<file path="config.mk">
export PLATFORM = sky130hd
export DESIGN_NAME = irq_nmi_controller
export DESIGN_NICKNAME = d
export VERILOG_FILES = /design/src/rtl/irq_nmi_controller.sv
export SDC_FILE = /design/constraint.sdc
export NUM_CORES = 1
export LEC_CHECK = 0
export ABC_AREA = 0
export BUFFER_PORTS_ARGS = -buffer_cell sky130_fd_sc_hd__buf_2
export CORE_MARGIN = 10
export CORE_UTILIZATION = 39
export DETAILED_ROUTE_END_ITERATION = 16
export PLACE_DENSITY = 0.78
export SYNTH_ARGS = -nofsm -noshare
export SYNTH_HDL_FRONTEND = slang
export SYNTH_SLANG_ARGS = --single-unit
</file>
<file path="constraint.sdc">
create_clock -name clk -period 1.2 [get_ports clk]
set_input_delay 0.18 -clock clk [delete_from_list [all_inputs] [get_ports clk]]
set_output_delay 0.18 -clock clk [all_outputs]
set_load 0.02 [all_outputs]
</file>
<file path="src/rtl/irq_nmi_controller.sv">
`default_nettype none
// ============================================================================
//  Module      : irq_nmi_controller
//  Description : Trap sequencer for one NMI source and four prioritised,
//                maskable external IRQs.
//  Revision    : 1.0 - initial release
// ============================================================================
module irq_nmi_controller #(
    parameter logic [31:0] NMI_VEC  = 32'h0000_0100,
    parameter logic [31:0] IRQ_BASE = 32'h0000_0200
) (
    input  logic        clk,
    input  logic        rst,
    input  logic        tmrF,
    input  logic [3:0]  ext_irq,
    input  logic        irq_en,
    input  logic        trap_ack,
    input  logic [31:0] pc_in,
    input  logic        mret,
    output logic        trap_req,
    output logic [31:0] trap_vec,
    output logic [2:0]  cause,
    output logic [31:0] epc,
    output logic        in_handler,
    output logic        nmi_ovf
);

    localparam logic [2:0] C_CAUSE_NMI = 3'd4;

    typedef enum logic [1:0] {
        S_IDLE = 2'd0,
        S_REQ  = 2'd1,
        S_SERV = 2'd2
    } state_t;

    state_t      r_state, w_state_nxt;
    logic        r_nmi_pend, w_nmi_pend_nxt, w_nmi_ovf_nxt, w_nmi_clr;
    logic        w_src_valid;
    logic [2:0]  w_src_cause;
    logic [31:0] w_src_vec;
    logic        w_trap_req_nxt, w_in_handler_nxt;
    logic [2:0]  w_cause_nxt;
    logic [31:0] w_trap_vec_nxt, w_epc_nxt;

    // Source selection: NMI (pending or arriving this cycle) beats every IRQ.
    always_comb begin
        w_src_valid = 1'b0;
        w_src_cause = 3'd0;
        if (r_nmi_pend || tmrF) begin
            w_src_valid = 1'b1;
            w_src_cause = C_CAUSE_NMI;
        end else if (irq_en) begin
            w_src_valid = 1'b1;
            casez (ext_irq)
                4'b???1: w_src_cause = 3'd0;
                4'b??10: w_src_cause = 3'd1;
                4'b?100: w_src_cause = 3'd2;
                4'b1000: w_src_cause = 3'd3;
                default: w_src_valid = 1'b0;
            endcase
        end
        w_src_vec = (w_src_cause == C_CAUSE_NMI) ? NMI_VEC
                  : IRQ_BASE + {27'd0, w_src_cause, 2'b00};
    end

    // A new tmrF pulse always wins over a simultaneous acknowledge of the NMI.
    always_comb begin
        w_nmi_clr      = (r_state == S_REQ) && trap_ack && (cause == C_CAUSE_NMI);
        w_nmi_pend_nxt = tmrF || (r_nmi_pend && !w_nmi_clr);
        w_nmi_ovf_nxt  = nmi_ovf || (tmrF && r_nmi_pend && !w_nmi_clr);
    end

    always_comb begin
        w_state_nxt      = r_state;
        w_trap_req_nxt   = trap_req;
        w_trap_vec_nxt   = trap_vec;
        w_cause_nxt      = cause;
        w_epc_nxt        = epc;
        w_in_handler_nxt = in_handler;
        case (r_state)
            S_IDLE: begin
                if (w_src_valid) begin
                    w_state_nxt    = S_REQ;
                    w_trap_req_nxt = 1'b1;
                    w_cause_nxt    = w_src_cause;
                    w_trap_vec_nxt = w_src_vec;
                end
            end
            S_REQ: begin
                if (trap_ack) begin
                    w_state_nxt      = S_SERV;
                    w_trap_req_nxt   = 1'b0;
                    w_epc_nxt        = pc_in;
                    w_in_handler_nxt = 1'b1;
                end else if (w_src_valid) begin
                    w_cause_nxt    = w_src_cause;
                    w_trap_vec_nxt = w_src_vec;
                end else begin
                    w_state_nxt    = S_IDLE;
                    w_trap_req_nxt = 1'b0;
                end
            end
            S_SERV: begin
                if (mret) begin
                    w_state_nxt      = S_IDLE;
                    w_in_handler_nxt = 1'b0;
                end
            end
            default: begin
                w_state_nxt    = S_IDLE;
                w_trap_req_nxt = 1'b0;
            end
        endcase
    end

    always_ff @(posedge clk or negedge rst) begin
        if (!rst) begin
            r_state    <= S_IDLE;
            r_nmi_pend <= 1'b0;
            nmi_ovf    <= 1'b0;
            trap_req   <= 1'b0;
            trap_vec   <= 32'd0;
            cause      <= 3'd0;
            epc        <= 32'd0;
            in_handler <= 1'b0;
        end else begin
            r_state    <= w_state_nxt;
            r_nmi_pend <= w_nmi_pend_nxt;
            nmi_ovf    <= w_nmi_ovf_nxt;
            trap_req   <= w_trap_req_nxt;
            trap_vec   <= w_trap_vec_nxt;
            cause      <= w_cause_nxt;
            epc        <= w_epc_nxt;
            in_handler <= w_in_handler_nxt;
        end
    end

endmodule
`default_nettype wire

</file>
==> results.tsv <==
stage	metric	value	unit
run_status	status	finished, violations left	
run_status	failing checks	negative setup slack	
layout	Final #Nets	283	
layout	Area growth syn-to-layout	33.1	%
detailed_routing	vias	1373	
worst_setup_path	Worst Path Required	1380	ps
detailed_routing	Pre-Repair DR Iteration Count	4	
clocking	H-Tree Depth	2	
global_route	initial antenna violation count	0	
logic_synthesis	post-synthesis mux area share	18.5	%
power	Design Power	6890	uW
detailed_routing	wirelength, routed	4810	um
clocking	# clock sinks	44	
logic_synthesis	Synth Area in Compound Gates	6.73	%
logic_synthesis	largest family of logic cells by synthesized area	multiplexers	
logic_synthesis	Syn Area/Cell	13.4	um^2
sta	fin crit period	1280	ps
logic_synthesis	post-synth top area cell	dfrtp_1	
placed_design	DP HPWL	3790	um
worst_setup_path	type of origin of the critical path	register	
detailed_routing	remaining antenna violation count	0	
detailed_routing	DRC Markers	0	
sta	Slew Limit Fails	0	
clocking	Bufs on Longest Clock Path	2	
clocking	Clock Tree Root	clkbuf_8	
global_route	vias in the first global route	1542	
layout	fraction of final layout cells sized beyond drive strength 1	56.6	%
logic_synthesis	number of flops mapped to enable cells by yosys	0	
global_route	total global-route track usage	11.4	%
sta	Final period util	106	%
power	maximum VDD drop	1.30	mV
placed_design	worst slack, placed	-96.0	ps
sta	fmax	0.784	GHz
logic_synthesis	adder-cell share of the synthesized area	0	%
logic_synthesis	Synth Area in XOR/XNOR	0	%
sta	worst setup margin	-75.2	ps
layout	ant diodes	0	
detailed_routing	wire length per cell	15.6	um
die	die area	8230	um^2
worst_setup_path	Crit Path Max Fanout	4	
layout	commonest cells after routing, fill and taps aside	84 x buf_2, 44 x dfrtp_1, 27 x conb_1	
layout	final core occ	54.3	%
flow_run	max-cap violations	0	
clocking	CTS tree	yes	
logic_synthesis	Main synth FF type	dfrtp_1	
logic_synthesis	number of distinct library cells after synthesis	29	
logic_synthesis	Yosys reg bits	44	
logic_synthesis	Synth Instances	146	
min_path	Hold Path Class	primary input to register	
worst_setup_path	Arrival @ worst endpoint	1460	ps
layout	commonest non-fill, non-tap cell in the layout	buf_2	
clocking	worst-skew pair later-pin latency	290	ps
placed_design	PortBufs	84	
detailed_routing	number of DRC markers in iteration 0	38	
die	row count	25	
worst_setup_path	critical path endpoint category	register	
detailed_routing	Via density	4.44	
sta	Hold Vio Cnt, Final	0	
logic_synthesis	YS warnings	0	
global_route	gr ovfl total	0	
global_route	pin count of the biggest net entering global routing	45	
logic_synthesis	ys async rst share	100	%
power	pwr/cell area	2650	nW/um^2
logic_synthesis	Simple-Gate Fraction of Synth Area	5.32	%
power	Pleak	0.00136	uW
die	Initial Util	40.8	%
logic_synthesis	share of the synthesized area in the top cell type	56.4	%
die	Ports	112	
die	Die Span X	90.7	um
sta	clk_skew	4.44	ps
clocking	total CTS buffers	5	
layout	final instance count without filler cells	309	
clocking	CTS clk-pin slew, worst paths	80	ps
logic_synthesis	post-synthesis sequential area ratio	56.4	%
worst_setup_path	Crit Path Category	register to register	
placed_design	GP Congestion	0.713	
logic_synthesis	post-synth design cell area	1950	um^2
sta	final setup fails	36	
sta	RSZ-0062 raised after global routing	true	
placed_design	placed cells	298	
die	Core Region	4790	um^2
logic_synthesis	Synth area leaders	dfrtp_1 56%, mux2_2 17%, buf_4 11%	
global_route	global-route wire length before repair	7730	um
die	die height	90.7	um
synth_stat cells (2+ instances only):
| cell | n |
|---|---|
| dfrtp_1 | 44 |
| mux2_2 | 30 |
| buf_4 | 29 |
| inv_1 | 5 |
| nor2_1 | 5 |
| a21o_1 | 4 |
| a21oi_1 | 4 |
| buf_2 | 3 |
| mux2_1 | 2 |
registers in the layout (all words and copies together), names as in the netlist:
name / count
nmi_ovf: 1
in_handler: 1
cause: 3
trap_req: 1
trap_vec: 3
r_state: 2
epc: 32
r_nmi_pend: 1
critical path, cell delays in order (launching register included):
cell	delay [ps]
dfrtp_1	400
a21o_1	220
or3_4	390
a21o_1	160
power by group:
part           internal, uW  switching (uW)  total, uW
logic                  1600            1820       3420
registers              2170             353       2520
clock network           470             481        951
total                  4240            2650       6890
routing by layer:
layer / vias to the layer above / track usage [%] / wire length (um) / share of wire, %
li1: 641 / - / - / -
met2: 67 / 18.9 / 2360 / 49
met5: - / 0 / 0 / 0
met3: 5 / 8.06 / 717 / 15
met1: 660 / 11.2 / 1700 / 35
met4: 0 / 3.18 / 31 / 0.64
per-stage QoR:
stage                     hold WS, ps  area, um^2  setup TNS, ps
after floorplan                  -116        2060           -156
after global placement            176        2410           -153
after detailed placement          182        2410           -297
after CTS                        62.5        2560          -1350
after global routing             77.0        2600          -3090
final                            75.5        2600          -1330
cell families after synthesis:
logic type             Yosys count
flip-flops                      44
buffers and inverters           37
multiplexers                    32
AO/OA/AOI/OAI                   18
AND/OR/NAND/NOR                 14
other                            1
area by class of cell:
class / count / area (um^2)
clock buffers: 8 / 90.1
fillers: 443 / 2190
inverters: 5 / 18.8
multi-input cells: 91 / 764
flip-flops and latches: 44 / 1100
well taps: 67 / 83.8
repair buffers: 94 / 539
final timing paths:
kind | start | endpoint | slack, ps | cells after the start
max reg2reg | r_state[0] | cause[2] | -80 | 3
min reg2reg | nmi_ovf | nmi_ovf | 470 | 1
max | r_state[0] | cause[2] | -80 | 3
max in group asynchronous | rst | epc[29] | 590 | 3
min in group asynchronous | rst | epc[18] | 400 | 3
min | mret | r_state[1] | 80 | 2
repair_timing:
item                                    in CTS  in global routing
setup buffers                                2                  0
endpoints found under the setup margin       8                 39
endpoints found under the hold margin       44                  0
pin swaps                                    3                  2
hold buffers                                 1                  0
resized for setup                           10                  9
Power figures use the tool's default switching activity.
